### config.mk
export PLATFORM = sky130hd
export DESIGN_NAME = questao4_rr_arbiter
export DESIGN_NICKNAME = d
export VERILOG_FILES = /design/src/rtl/questao4_rr_arbiter.sv
export SDC_FILE = /design/constraint.sdc
export NUM_CORES = 1
export LEC_CHECK = 0
export BUFFER_PORTS_ARGS = -buffer_cell sky130_fd_sc_hd__buf_2
export CELL_PAD_IN_SITES_DETAIL_PLACEMENT = 1
export CELL_PAD_IN_SITES_GLOBAL_PLACEMENT = 2
export CORE_UTILIZATION = 35
export CTS_BUF_LIST = sky130_fd_sc_hd__clkbuf_8
export DETAILED_ROUTE_END_ITERATION = 10
export PLACE_DENSITY_LB_ADDON = 0.1
export SYNTH_ARGS = -nofsm -noshare
export SYNTH_HDL_FRONTEND = slang
export SYNTH_SLANG_ARGS = --single-unit
export TNS_END_PERCENT = 20
### constraint.sdc
create_clock -name clk -period 2.4 [get_ports clk]
set_clock_uncertainty 0.05 [all_clocks]
set_input_delay 0.6 -clock clk [delete_from_list [all_inputs] [get_ports clk]]
set_output_delay 0.6 -clock clk [all_outputs]
set_load 0.005 [all_outputs]
### src/rtl/questao4_rr_arbiter.sv
// ----------------------------------------------------------------------------
// questao4_rr_arbiter
//
// Round-robin arbiter that shares a 3-input select mux (sources B1/B2/B3)
// among three requesters. Request lines are level-sensitive: a source holds
// its req bit high for as long as it wants to own the mux. The arbiter drives
// the mux select code and a one-hot grant back to the requesters. All outputs
// are registered, so sel, gnt and busy always change together on one edge.
//
// Compile-time option:
//   ARB_HOLD_LIMIT_EN  when defined, a hold counter bounds ownership. An owner
//                      that keeps requesting while another source waits is
//                      rotated out after exactly MAX_HOLD owned cycles. When
//                      undefined, there is no counter. The owner keeps the mux
//                      until its req drops, and MAX_HOLD is ignored.
//
// Parameters:
//   MAX_HOLD  maximum consecutive owned cycles under contention (2..255)
//
// Ports:
//   clk    in   1  rising-edge clock
//   rst_n  in   1  asynchronous active-low reset
//   req    in   3  request lines: bit0 = B1, bit1 = B2, bit2 = B3
//   sel    out  2  mux select code: 00 none, 01 B1, 10 B2, 11 B3
//   gnt    out  3  one-hot grant matching sel (000 when sel = 00)
//   busy   out  1  high while any source owns the mux
// ----------------------------------------------------------------------------
module questao4_rr_arbiter #(
   parameter int MAX_HOLD = 4
) (
   input  logic       clk,
   input  logic       rst_n,
   input  logic [2:0] req,
   output logic [1:0] sel,
   output logic [2:0] gnt,
   output logic       busy
);

   // Reject illegal configurations at elaboration time.
   if (MAX_HOLD < 2 || MAX_HOLD > 255) begin : g_bad_max_hold
      $error("questao4_rr_arbiter: MAX_HOLD must be within 2..255");
   end

   typedef enum logic {
      ST_IDLE = 1'b0,
      ST_OWN  = 1'b1
   } state_e;

   state_e     state_q, state_d;
   // In ST_OWN, last_q is the current owner. In ST_IDLE, it is the most recent owner.
   logic [1:0] last_q, last_d;
   logic [1:0] sel_q, sel_d;
   logic [2:0] gnt_q, gnt_d;
   logic       busy_q, busy_d;

`ifdef ARB_HOLD_LIMIT_EN
   localparam logic [7:0] HOLD_TOP = 8'(MAX_HOLD - 1);
   logic [7:0] cnt_q, cnt_d;
   logic       hold_expired;
`endif

   // Modulo-3 successor of a source index (0 -> 1 -> 2 -> 0).
   function automatic logic [1:0] rr_step(input logic [1:0] idx);
      return (idx == 2'd2) ? 2'd0 : idx + 2'd1;
   endfunction

   // Search order from from_idx: from+1, from+2, then from itself if
   // incl_from is set. Returns {found, winner_index}.
   function automatic logic [2:0] rr_pick(input logic [2:0] req_v,
                                          input logic [1:0] from_idx,
                                          input logic       incl_from);
      logic [1:0] c1;
      logic [1:0] c2;
      c1 = rr_step(from_idx);
      c2 = rr_step(c1);
      if (req_v[c1])                          return {1'b1, c1};
      else if (req_v[c2])                     return {1'b1, c2};
      else if (incl_from && req_v[from_idx])  return {1'b1, from_idx};
      else                                    return 3'b000;
   endfunction

   logic [2:0] pick_any;    // any requester, pointer order from last_q
   logic [2:0] pick_other;  // requesters other than last_q
   logic       owner_req;
   logic       take_grant;
   logic       go_idle;
   logic [1:0] winner;

   assign pick_any   = rr_pick(req, last_q, 1'b1);
   assign pick_other = rr_pick(req, last_q, 1'b0);
   assign owner_req  = req[last_q];
`ifdef ARB_HOLD_LIMIT_EN
   assign hold_expired = (cnt_q == HOLD_TOP);
`endif

   // NOTE: every signal assigned in this block gets a default first so that no
   // path leaves it unassigned; otherwise synthesis infers a latch.
   always_comb begin
      state_d    = state_q;
      last_d     = last_q;
      sel_d      = sel_q;
      gnt_d      = gnt_q;
      busy_d     = busy_q;
      take_grant = 1'b0;
      go_idle    = 1'b0;
      winner     = last_q;
`ifdef ARB_HOLD_LIMIT_EN
      cnt_d      = cnt_q;
`endif

      case (state_q)
         ST_IDLE: begin
            if (pick_any[2]) begin
               take_grant = 1'b1;
               winner     = pick_any[1:0];
            end
         end
         ST_OWN: begin
            if (!owner_req) begin
               // Release. Hand over on the same edge if anyone else waits.
               if (pick_other[2]) begin
                  take_grant = 1'b1;
                  winner     = pick_other[1:0];
               end else begin
                  go_idle = 1'b1;
               end
            end
`ifdef ARB_HOLD_LIMIT_EN
            else if (hold_expired && pick_other[2]) begin
               // Forced rotation. The former owner re-competes later.
               take_grant = 1'b1;
               winner     = pick_other[1:0];
            end else if (!hold_expired) begin
               cnt_d = cnt_q + 8'd1;
            end
            // Expired with no contender: keep the owner and leave the counter saturated.
`endif
         end
         default: begin
            go_idle = 1'b1;
         end
      endcase

      if (take_grant) begin
         state_d = ST_OWN;
         last_d  = winner;
         sel_d   = winner + 2'd1;
         gnt_d   = 3'b001 << winner;
         busy_d  = 1'b1;
`ifdef ARB_HOLD_LIMIT_EN
         cnt_d   = 8'd0;
`endif
      end else if (go_idle) begin
         state_d = ST_IDLE;
         sel_d   = 2'b00;
         gnt_d   = 3'b000;
         busy_d  = 1'b0;
      end
   end

   // NOTE: sequential state uses non-blocking assignments so every register
   // samples the pre-edge values, independent of statement order.
   always_ff @(posedge clk or negedge rst_n) begin
      if (!rst_n) begin
         state_q <= ST_IDLE;
         last_q  <= 2'd2;      // first search order is B1, B2, B3
         sel_q   <= 2'b00;
         gnt_q   <= 3'b000;
         busy_q  <= 1'b0;
`ifdef ARB_HOLD_LIMIT_EN
         cnt_q   <= 8'd0;
`endif
      end else begin
         state_q <= state_d;
         last_q  <= last_d;
         sel_q   <= sel_d;
         gnt_q   <= gnt_d;
         busy_q  <= busy_d;
`ifdef ARB_HOLD_LIMIT_EN
         cnt_q   <= cnt_d;
`endif
      end
   end

   assign sel  = sel_q;
   assign gnt  = gnt_q;
   assign busy = busy_q;

endmodule
==> summary.md <==
| Metric | Value |
|---|---|
| Run status | complete, no violations |
| Clock sinks | 8 |
| Placed wire-length estimate | roughly 1000 µm |
| Crit path kind | reg -> reg |
| CTS tree | yes |
| # rows | 14 |
| Iter 0 DRT Violations | 3 |
| Maxcap violations | 0 |
| Period utilization | between 70% and 80% |
| Worst-margin pin slew | 0.378 ns |
| # port buffers | 10 |
| Peak supply drop | about 0.00042 V |
| Total power | 0.000629 W |
| Gp weighted congestion | roughly 0.75 |
| Post-route setup TNS | 0 ns |
| Seq/Total Area, Yosys | around 36% |
| Top post-synthesis cells by area | dfrtp_1, a22o_1, a2111oi_4 |
| Synth cell types | 31 |
| Hold Vio Cnt, Final | 0 |
| WL/cell | ~15 µm |
| Largest net degree at the start of global routing | 13 |
| Fill cells | 176 |
| Most frequent cell after synthesis | dfrtp_1 |
| RSZ-0062 raised after global routing | false |
| Worst min-delay path category | in -> async |
| Fin area | roughly 640 µm² |
| Clk Latency, worst-skew pair | approximately 0.23 ns |
| Leading area contributor after synthesis | dfrtp_1 |
| Initial core utilization | between 30% and 40% |
| Die width | ~42 µm |
| Root buffer cell | clkbuf_8 |
| PD cells | roughly 1000 nW/µm² |
| Yosys warns | 0 |
| Post-Syn Instances | a little over 50 |
| CTS buffer count | 3 |
| DIE AREA | roughly 1800 µm² |
| Synth top cells by count | dfrtp_1, inv_1, a22o_1 |
| DRC Markers | 0 |
| Post-synth EDFFs | 0 |
| Initial antenna violation count | 0 |
| Yosys top cell area share | a little under a third |
| Total GRT Usage | about 16% |
| First-pass GRT wire length | roughly 2000 µm |
| Ys async rst share | 100% |
| ANT nets after route | 0 |
| Vias | approximately 430 |
| Cell Area, Placed | between 500 and 600 µm² |
| Vias/cell | about 5.5 |
| Max-slew violations | 0 |
| # IOs | 11 |
| Syn nets | between 50 and 60 |
| Critical Path RT | 2.46 ns |
| Fmax | 534 MHz |
| Tmin final | 1.87 ns |
| Syn_area_per_cell | around 11 µm² |
| CP max FO | 11 |
| Number of global-route vias before repair | 459 |
| Worst setup EP type | flop |
| #FFs+latches synth | 8 |
| Max-slew headroom | approximately 75% |
| CORE AREA | 1510 µm² |
| Synth Cell Area | roughly 560 µm² |
| H-tree depth | 1 |
| Die height | 42.0 µm |
| # placed instances | 74 |
| Top FF cell, synth | dfrtp_1 |
| Layout area overhead | 14.5% |
| Detailed Route WL | 1200 µm |
| CTS max path bufs | 2 |
| Leak | ~0.31 nW |
| Nets | 70 |
| Post-CTS Hold Buffers | 0 |
| Final setup vio count | 0 |
| Fin cells | 78 |
| Post-CTS setup buffer count | 0 |
| Crit path arrival time | ~1.9 ns |
| Share of cells above drive strength 1 | between 30 and 40% |
| Drt first pass iters | 3 |
| Util after Layout | 42.6% |
| CP Launch Type | flop |
| Post-cts resize count | 0 |
| Antenna diodes | 0 |
| Clock-pin slew on the worst setup and hold paths | ~0.040 ns |
| GR Overflow Total | 0 |
==> area by class of cell <==
cell class              count  area [µm²]  share of cell area [%]
multi-input cells          34         303                    47.2
flip-flops and latches      8         201                    31.4
repair buffers             10        50.0                    7.80
clock buffers               3        41.3                    6.43
inverters                   6        22.5                    3.51
well taps                  16        20.0                    3.12
clock inverters             1        3.75                   0.585
==> sequential cells by signal, indices dropped and copies added (netlist names) <==
name and cells:
sel 2, gnt 3, last_q 2, state_q 1
==> where the power goes <==
group,internal (W),switching (W),leakage [nW]
Clock,0.000111,0.0000528,0.0269
Sequential,0.000184,0.0000490,0.0962
Combinational,0.000121,0.000112,0.190
Total,0.000416,0.000213,0.313
==> worst max-delay path: stages, from the launching register on <==
cell and delay [ns]:
dfrtp_1 0.52, and3b_1 0.25, a2111oi_4 0.33, a21oi_2 0.10, ha_1 0.29, inv_1 0.03
a22o_1 0.19
==> logic make-up after synthesis <==
group,share of synthesized area [%]
xor gates and xnor gates,1.56
DFF,35.9
adders and majority gates,4.46
muxes,7.81
buffers and inverters,10.0
and+or+nand+nor,14.7
AOI/OAI and AO/OA,25.4
==> metal layers <==
metal	track usage (%)	up-vias	routed length, µm	share of wire, %
met2	28.7	8	630	52
met3	1.72	4	37	3.1
li1	-	205	-	-
met4	9.38	0	23	1.9
met5	0	-	0	0
met1	17.2	209	510	42
==> cell usage in the layout, fill, tap and decap left out, drive strengths merged, types with 2 or more instances in the layout <==
cell / instances
ha: 2
inv: 7
o22ai: 2
mux2i: 2
dfrtp: 7
buf: 10
nand3b: 2
o21ai: 2
nor2: 2
or2b: 3
clkbuf: 3
a22o: 4
==> through the flow <==
step                setup slack (ns)  hold WS [ns]
floorplan                      0.443         0.254
global placement               0.340         0.393
detailed placement             0.304         0.405
CTS                            0.518         0.160
global route                   0.433         0.171
finish                         0.528         0.155
==> final timing paths <==
kind	startpoint	end	slack [ns]	cells past startpoint
max in group asynchronous	rst_n	last_q[1]$_DFFE_PN1P_	1.90	1
min in group clk	sel[0]$_DFFE_PN0P_	sel[0]$_DFFE_PN0P_	0.42	1
worst max register to register	last_q[0]$_DFFE_PN0P_	sel[1]$_DFFE_PN0P_	0.53	6
worst max-delay path	last_q[0]$_DFFE_PN0P_	sel[1]$_DFFE_PN0P_	0.53	6
worst min register to register	sel[0]$_DFFE_PN0P_	sel[0]$_DFFE_PN0P_	0.42	1
worst min-delay path	rst_n	sel[1]$_DFFE_PN0P_	0.16	1
Power figures use the tool's default switching activity.
